## src/rtl/aes_key_expand_if.sv

```systemverilog
// Handshake/bus bundle between the AES-128 key schedule and its round-key consumer.
interface aes_key_expand_if;
  localparam int unsigned KEY_W = 128;
  localparam int unsigned IDX_W = 4;

  logic             start;
  logic [KEY_W-1:0] key_in;
  logic [KEY_W-1:0] round_key;
  logic [IDX_W-1:0] round_idx;
  logic             key_valid;
  logic             key_ready;
  logic             busy;
  logic             done;

  // master: requester/consumer side; slave: the key schedule
  modport master (
    output start, key_in, key_ready,
    input  round_key, round_idx, key_valid, busy, done
  );

  modport slave (
    input  start, key_in, key_ready,
    output round_key, round_idx, key_valid, busy, done
  );
endinterface

```

## src/rtl/aes_key_expand.sv

```systemverilog
// AES-128 key schedule: accepts one cipher key and streams round keys 0..10,
// computing each next round key on the fly as the current one is accepted.
module aes_key_expand (
  input  logic               clk,
  input  logic               rst,
  aes_key_expand_if.slave    bus
);
  localparam int unsigned NR     = 10;
  localparam int unsigned KEY_W  = 128;
  localparam int unsigned IDX_W  = 4;
  localparam int unsigned WORD_W = 32;

  typedef enum logic {IDLE, RUN} state_t;

  state_t           state;
  logic [KEY_W-1:0] key_reg;
  logic [IDX_W-1:0] idx_reg;
  logic             valid_reg;
  logic             busy_reg;
  logic             done_reg;

  // GF(2^8) multiply modulo x^8+x^4+x^3+x+1
  function automatic logic [7:0] gf_mul(input logic [7:0] a, input logic [7:0] b);
    logic [7:0] p;
    logic [7:0] x;
    p = 8'h00;
    x = a;
    for (int i = 0; i < 8; i++) begin
      if (b[i]) p = p ^ x;
      x = {x[6:0], 1'b0} ^ (x[7] ? 8'h1b : 8'h00);
    end
    return p;
  endfunction

  // S-box as multiplicative inverse (a^254, zero maps to zero) followed by the affine map
  function automatic logic [7:0] sbox(input logic [7:0] a);
    logic [7:0] inv;
    logic [7:0] sq;
    inv = 8'h01;
    sq  = a;
    for (int i = 0; i < 7; i++) begin
      sq  = gf_mul(sq, sq);
      inv = gf_mul(inv, sq);
    end
    return inv ^ {inv[6:0], inv[7]} ^ {inv[5:0], inv[7:6]} ^
           {inv[4:0], inv[7:5]} ^ {inv[3:0], inv[7:4]} ^ 8'h63;
  endfunction

  function automatic logic [7:0] rcon(input logic [IDX_W-1:0] r);
    logic [7:0] rc;
    rc = 8'h00;
    case (r)
      4'd1:    rc = 8'h01;
      4'd2:    rc = 8'h02;
      4'd3:    rc = 8'h04;
      4'd4:    rc = 8'h08;
      4'd5:    rc = 8'h10;
      4'd6:    rc = 8'h20;
      4'd7:    rc = 8'h40;
      4'd8:    rc = 8'h80;
      4'd9:    rc = 8'h1b;
      4'd10:   rc = 8'h36;
      default: rc = 8'h00;
    endcase
    return rc;
  endfunction

  logic [WORD_W-1:0] w0, w1, w2, w3;
  logic [WORD_W-1:0] rot_w, sub_w, t_w;
  logic [WORD_W-1:0] n0, n1, n2, n3;
  logic [IDX_W-1:0]  idx_next;
  logic              handshake;

  assign w0       = key_reg[127:96];
  assign w1       = key_reg[95:64];
  assign w2       = key_reg[63:32];
  assign w3       = key_reg[31:0];
  assign rot_w    = {w3[23:0], w3[31:24]};
  assign idx_next = IDX_W'(idx_reg + IDX_W'(1));

  for (genvar g = 0; g < 4; g++) begin : g_sbox
    assign sub_w[8*g +: 8] = sbox(rot_w[8*g +: 8]);
  end

  assign t_w = sub_w ^ {rcon(idx_next), 24'h000000};
  assign n0  = w0 ^ t_w;
  assign n1  = w1 ^ n0;
  assign n2  = w2 ^ n1;
  assign n3  = w3 ^ n2;

  assign handshake = valid_reg && bus.key_ready;

  // Control FSM; key_reg doubles as the registered round_key output
  always_ff @(posedge clk) begin
    if (rst) begin
      state     <= IDLE;
      key_reg   <= '0;
      idx_reg   <= '0;
      valid_reg <= 1'b0;
      busy_reg  <= 1'b0;
      done_reg  <= 1'b0;
    end else begin
      done_reg <= 1'b0;
      unique case (state)
        IDLE: begin
          if (bus.start) begin
            key_reg   <= bus.key_in;
            idx_reg   <= '0;
            valid_reg <= 1'b1;
            busy_reg  <= 1'b1;
            state     <= RUN;
          end
        end
        RUN: begin
          if (handshake) begin
            if (idx_reg == IDX_W'(NR)) begin
              key_reg   <= '0;
              idx_reg   <= '0;
              valid_reg <= 1'b0;
              busy_reg  <= 1'b0;
              done_reg  <= 1'b1;
              state     <= IDLE;
            end else begin
              key_reg <= {n0, n1, n2, n3};
              idx_reg <= idx_next;
            end
          end
        end
        default: state <= IDLE;
      endcase
    end
  end

  assign bus.round_key = key_reg;
  assign bus.round_idx = idx_reg;
  assign bus.key_valid = valid_reg;
  assign bus.busy      = busy_reg;
  assign bus.done      = done_reg;
endmodule

```

## src/flat_wrapper.sv

```systemverilog
// flat-port wrapper written by rule: the top's interface ports become plain ports
module aes_key_expand_flat 
  (clk, rst, bus_start, bus_key_in, bus_key_ready, bus_round_key, bus_round_idx, bus_key_valid, bus_busy, bus_done);
  aes_key_expand_if bus_i ();
  input  logic clk;
  input  logic rst;
  input wire logic [$bits(bus_i.start)-1:0] bus_start;
  input wire logic [$bits(bus_i.key_in)-1:0] bus_key_in;
  input wire logic [$bits(bus_i.key_ready)-1:0] bus_key_ready;
  output wire logic [$bits(bus_i.round_key)-1:0] bus_round_key;
  output wire logic [$bits(bus_i.round_idx)-1:0] bus_round_idx;
  output wire logic [$bits(bus_i.key_valid)-1:0] bus_key_valid;
  output wire logic [$bits(bus_i.busy)-1:0] bus_busy;
  output wire logic [$bits(bus_i.done)-1:0] bus_done;
  assign bus_i.start = bus_start;
  assign bus_i.key_in = bus_key_in;
  assign bus_i.key_ready = bus_key_ready;
  assign bus_round_key = bus_i.round_key;
  assign bus_round_idx = bus_i.round_idx;
  assign bus_key_valid = bus_i.key_valid;
  assign bus_busy = bus_i.busy;
  assign bus_done = bus_i.done;
  aes_key_expand u_core (.clk(clk), .rst(rst), .bus(bus_i));
endmodule
```

## config.mk

```make
export PLATFORM = sky130hd
export DESIGN_NAME = aes_key_expand_flat
export DESIGN_NICKNAME = d
export VERILOG_FILES = /design/src/rtl/aes_key_expand_if.sv /design/src/rtl/aes_key_expand.sv /design/src/flat_wrapper.sv
export SDC_FILE = /design/constraint.sdc
export NUM_CORES = 2
export LEC_CHECK = 0
export CORE_MARGIN = 5
export CORE_UTILIZATION = 65
export CTS_CLUSTER_SIZE = 8
export DETAILED_ROUTE_END_ITERATION = 8
export PLACE_DENSITY_LB_ADDON = 0.05
export SYNTH_ARGS = -nofsm -noshare
export SYNTH_HDL_FRONTEND = slang
export SYNTH_SLANG_ARGS = --single-unit
```

## constraint.sdc

```tcl
create_clock -name clk -period 31.4 [get_ports clk]
set_clock_uncertainty 0.2 [all_clocks]
set_input_delay 6.28 -clock clk [delete_from_list [all_inputs] [get_ports clk]]
set_output_delay 6.28 -clock clk [all_outputs]
set_load 0.1 [all_outputs]
```

==> metrics <==
CP peak stage delay=0.84 ns; Post-synth EDFFs=0; CP startpoint kind=flop; sequential fraction of the synthesis area=4.404%; synthesized area=0.06136 mm^2; commonest non-fill, non-tap cell in the layout=xnor2_1; Yosys reg bits=135; routed len/inst=20.76 um; Initial Util=65.65%; Final Hold Fails=0; crit path kind=reg -> reg; crit-path max FO=22; dominant cell type by area after synthesis=xnor2_1; full die area=0.1006 mm^2; outcome=finished clean; Setup-failing EPs final=0; main flop type after synthesis=dfxtp_1; Synth Area in Adders=0.5424%; RSZ-0062 raised after global routing=false; CP arrival=19.63 ns; Tot GR Track Use=37.04%; Synth cell types=100; H-tree levels=4; CORE AREA=0.09347 mm^2; proportion of synthesized area in mux cells=4.853%; number of CTS-inserted buffers=17; synth-to-layout area growth=7.683%; commonest cells after routing, fill and taps aside=xnor2_1 (1,553), nor2_1 (1,206), nand2_1 (896); final worst setup slack=11.94 ns; Multi-input gate area=0.05636 mm^2; Post-DRT Antenna Nets=0; met3 Resource Use GR=6.061%; top cell type's share of synthesized area=22.74%; Fill cells=7,964; Area contributors post-synth=xnor2_1 (23%), xnor3_1 (14%), nor2_1 (7.4%); Max Cap Viol=0; worst slew pin tran=1.260 ns; DRC=0; Initial DRT Pass Iterations=9; # hold bufs at CTS=0; Most Frequent Cell on Critical Path=xnor2_1; GR Overflow Total=0; clock sinks=135; global-route met2 utilization=59.83%; xor and xnor area share after synthesis=48.61%; vias per std cell=6.406; main combinational cell family by area after synthesis=XOR/XNOR gates; Largest delay share family, worst path=XOR/XNOR gates; pre-CTS setup slack=12.23 ns; cell type of the slowest stage on the worst timing path=xnor2_1; largest net degree at the start of global routing=74; TritonCTS clock tree=yes; Starting DRT DRC Count=7,298; GR Util met1=51.20%; final net count=8,361; syn_nets=8,393; Final period util=61.98%; GRT busiest layer=met2; sequential standard cell area=0.002703 mm^2; Critical Path RT=31.56 ns; post-synthesis compound-gate area fraction=17.46%; max reg flops=128; port bufs=266; HPWL reported at the end of detailed placement=144,200 um; postcts setup bufs=0; CP Capture Type=flop; Die Wd=317.2 um; asr flop ratio synth=0%; Worst-path clk slew=0.08 ns; proportion of layout cells with a drive suffix above 1=7.096%; Slew Limit Fails=0; Die H=317.2 um; Worst Path Buf+Inv=3; Rel. slew slack=15.42%; Post-Syn Instances=8,236; first-pass GRT wire length=308,500 um; Rows=112; Hold Crit Class=reg -> reg; Avg Inst Size Synth=7.450 um^2; antenna violations before repair=5; yosys warns=0; Clock Tree Root=clkbuf_16; Via Count=60,670; setup TNS=0 ns; Ports=267; Clock Tree Buf Depth=2; wirelength, routed=196,600 um; number of global-route vias before repair=56,170; simple logic cell fraction of the synthesized area=19.67%; min cycle time layout=19.46 ns; Inserted Diodes=0; RePlAce Congestion=0.9680; PostCTS Resize Cnt=0; latest clock arrival within the worst-skew pair=0.49 ns; Max Freq=51.38 MHz
==> layout make-up <==
| class | count | area share (%) |
|---|---|---|
| clock inverter | 14 | 0.2159 |
| tap | 1254 | 2.375 |
| timing repair buffer | 518 | 6.851 |
| clock buffer | 17 | 0.6438 |
| sequential | 135 | 4.090 |
| inverter | 93 | 0.5283 |
| multi-input combinational | 7439 | 85.30 |
==> worst reg2reg max path: cells and delay by family, from the launching register on <==
family          cells  cell delay (ns)
mux                 4             1.34
simple gates       15             4.08
xor+xnor           21             8.86
flops               1             0.83
compound gates      8             2.56
fa+ha+maj           2             0.75
buf+inv             3             0.71
==> path summary, 6_finish.rpt <==
path | startpoint | endpoint | slack (ns) | cells after the start
worst max-delay path | u_core.bus.round_key[21]$_SDFFE_PP0P_ | u_core.bus.round_key[29]$_SDFFE_PP0P_ | 11.94 | 53
worst min-delay path | u_core.bus.round_key[34]$_SDFFE_PP0P_ | u_core.bus.round_key[34]$_SDFFE_PP0P_ | 0.33 | 2
worst max register to register | u_core.bus.round_key[21]$_SDFFE_PP0P_ | u_core.bus.round_key[29]$_SDFFE_PP0P_ | 11.94 | 53
worst min register to register | u_core.bus.round_key[34]$_SDFFE_PP0P_ | u_core.bus.round_key[34]$_SDFFE_PP0P_ | 0.33 | 2
==> Yosys cell counts (all sizes together) (15+ instances only) <==
cell / instances
a211oi: 65
a21boi: 17
a21o: 22
a21oi: 474
a221oi: 22
a22oi: 70
a311oi: 15
a31oi: 123
a32oi: 26
and2: 41
and3: 42
buf: 191
clkbuf: 378
dfxtp: 135
ha: 25
inv: 83
mux2: 60
mux2i: 227
nand2: 898
nand2b: 62
nand3: 224
nand3b: 17
nor2: 1214
nor2b: 56
nor3: 145
o211ai: 55
o21a: 35
o21ai: 387
o221ai: 25
o22a: 18
o22ai: 131
o31ai: 27
o32ai: 21
or2: 36
or3: 39
xnor2: 1657
xnor3: 390
xor2: 485
xor3: 64
==> through the flow <==
stage,area (um^2),util [%],instances,hold slack [ns]
finish,66070,70.69,9470,0.3278
global route,66070,70.69,9470,0.3371
CTS,66070,70.69,9470,0.3246
detailed placement,65510,70.08,9439,0.3149
global placement,65510,70.08,9439,0.3038
floorplan,61360,-,8236,0.3271
==> metal layers <==
metal  part of all wire [%]  up-vias  routed length [um]
met3                     10      489               20620
met1                     41    28640               80660
li1                       -    28220                   -
met2                     45     3315               89000
met5                 0.0066        -                  13
met4                    3.2        2                6297
==> cell families after synthesis <==
group / Yosys count
and+or+nand+nor: 2832
xor gates and xnor gates: 2596
AOI/OAI and AO/OA: 1696
buffers and inverters: 662
muxes: 288
DFF: 135
adders and majority gates: 27
Power is left out: the tool's default activity adds up to more than one toggle a clock period on the data nets, which glitch-free logic cannot reach.
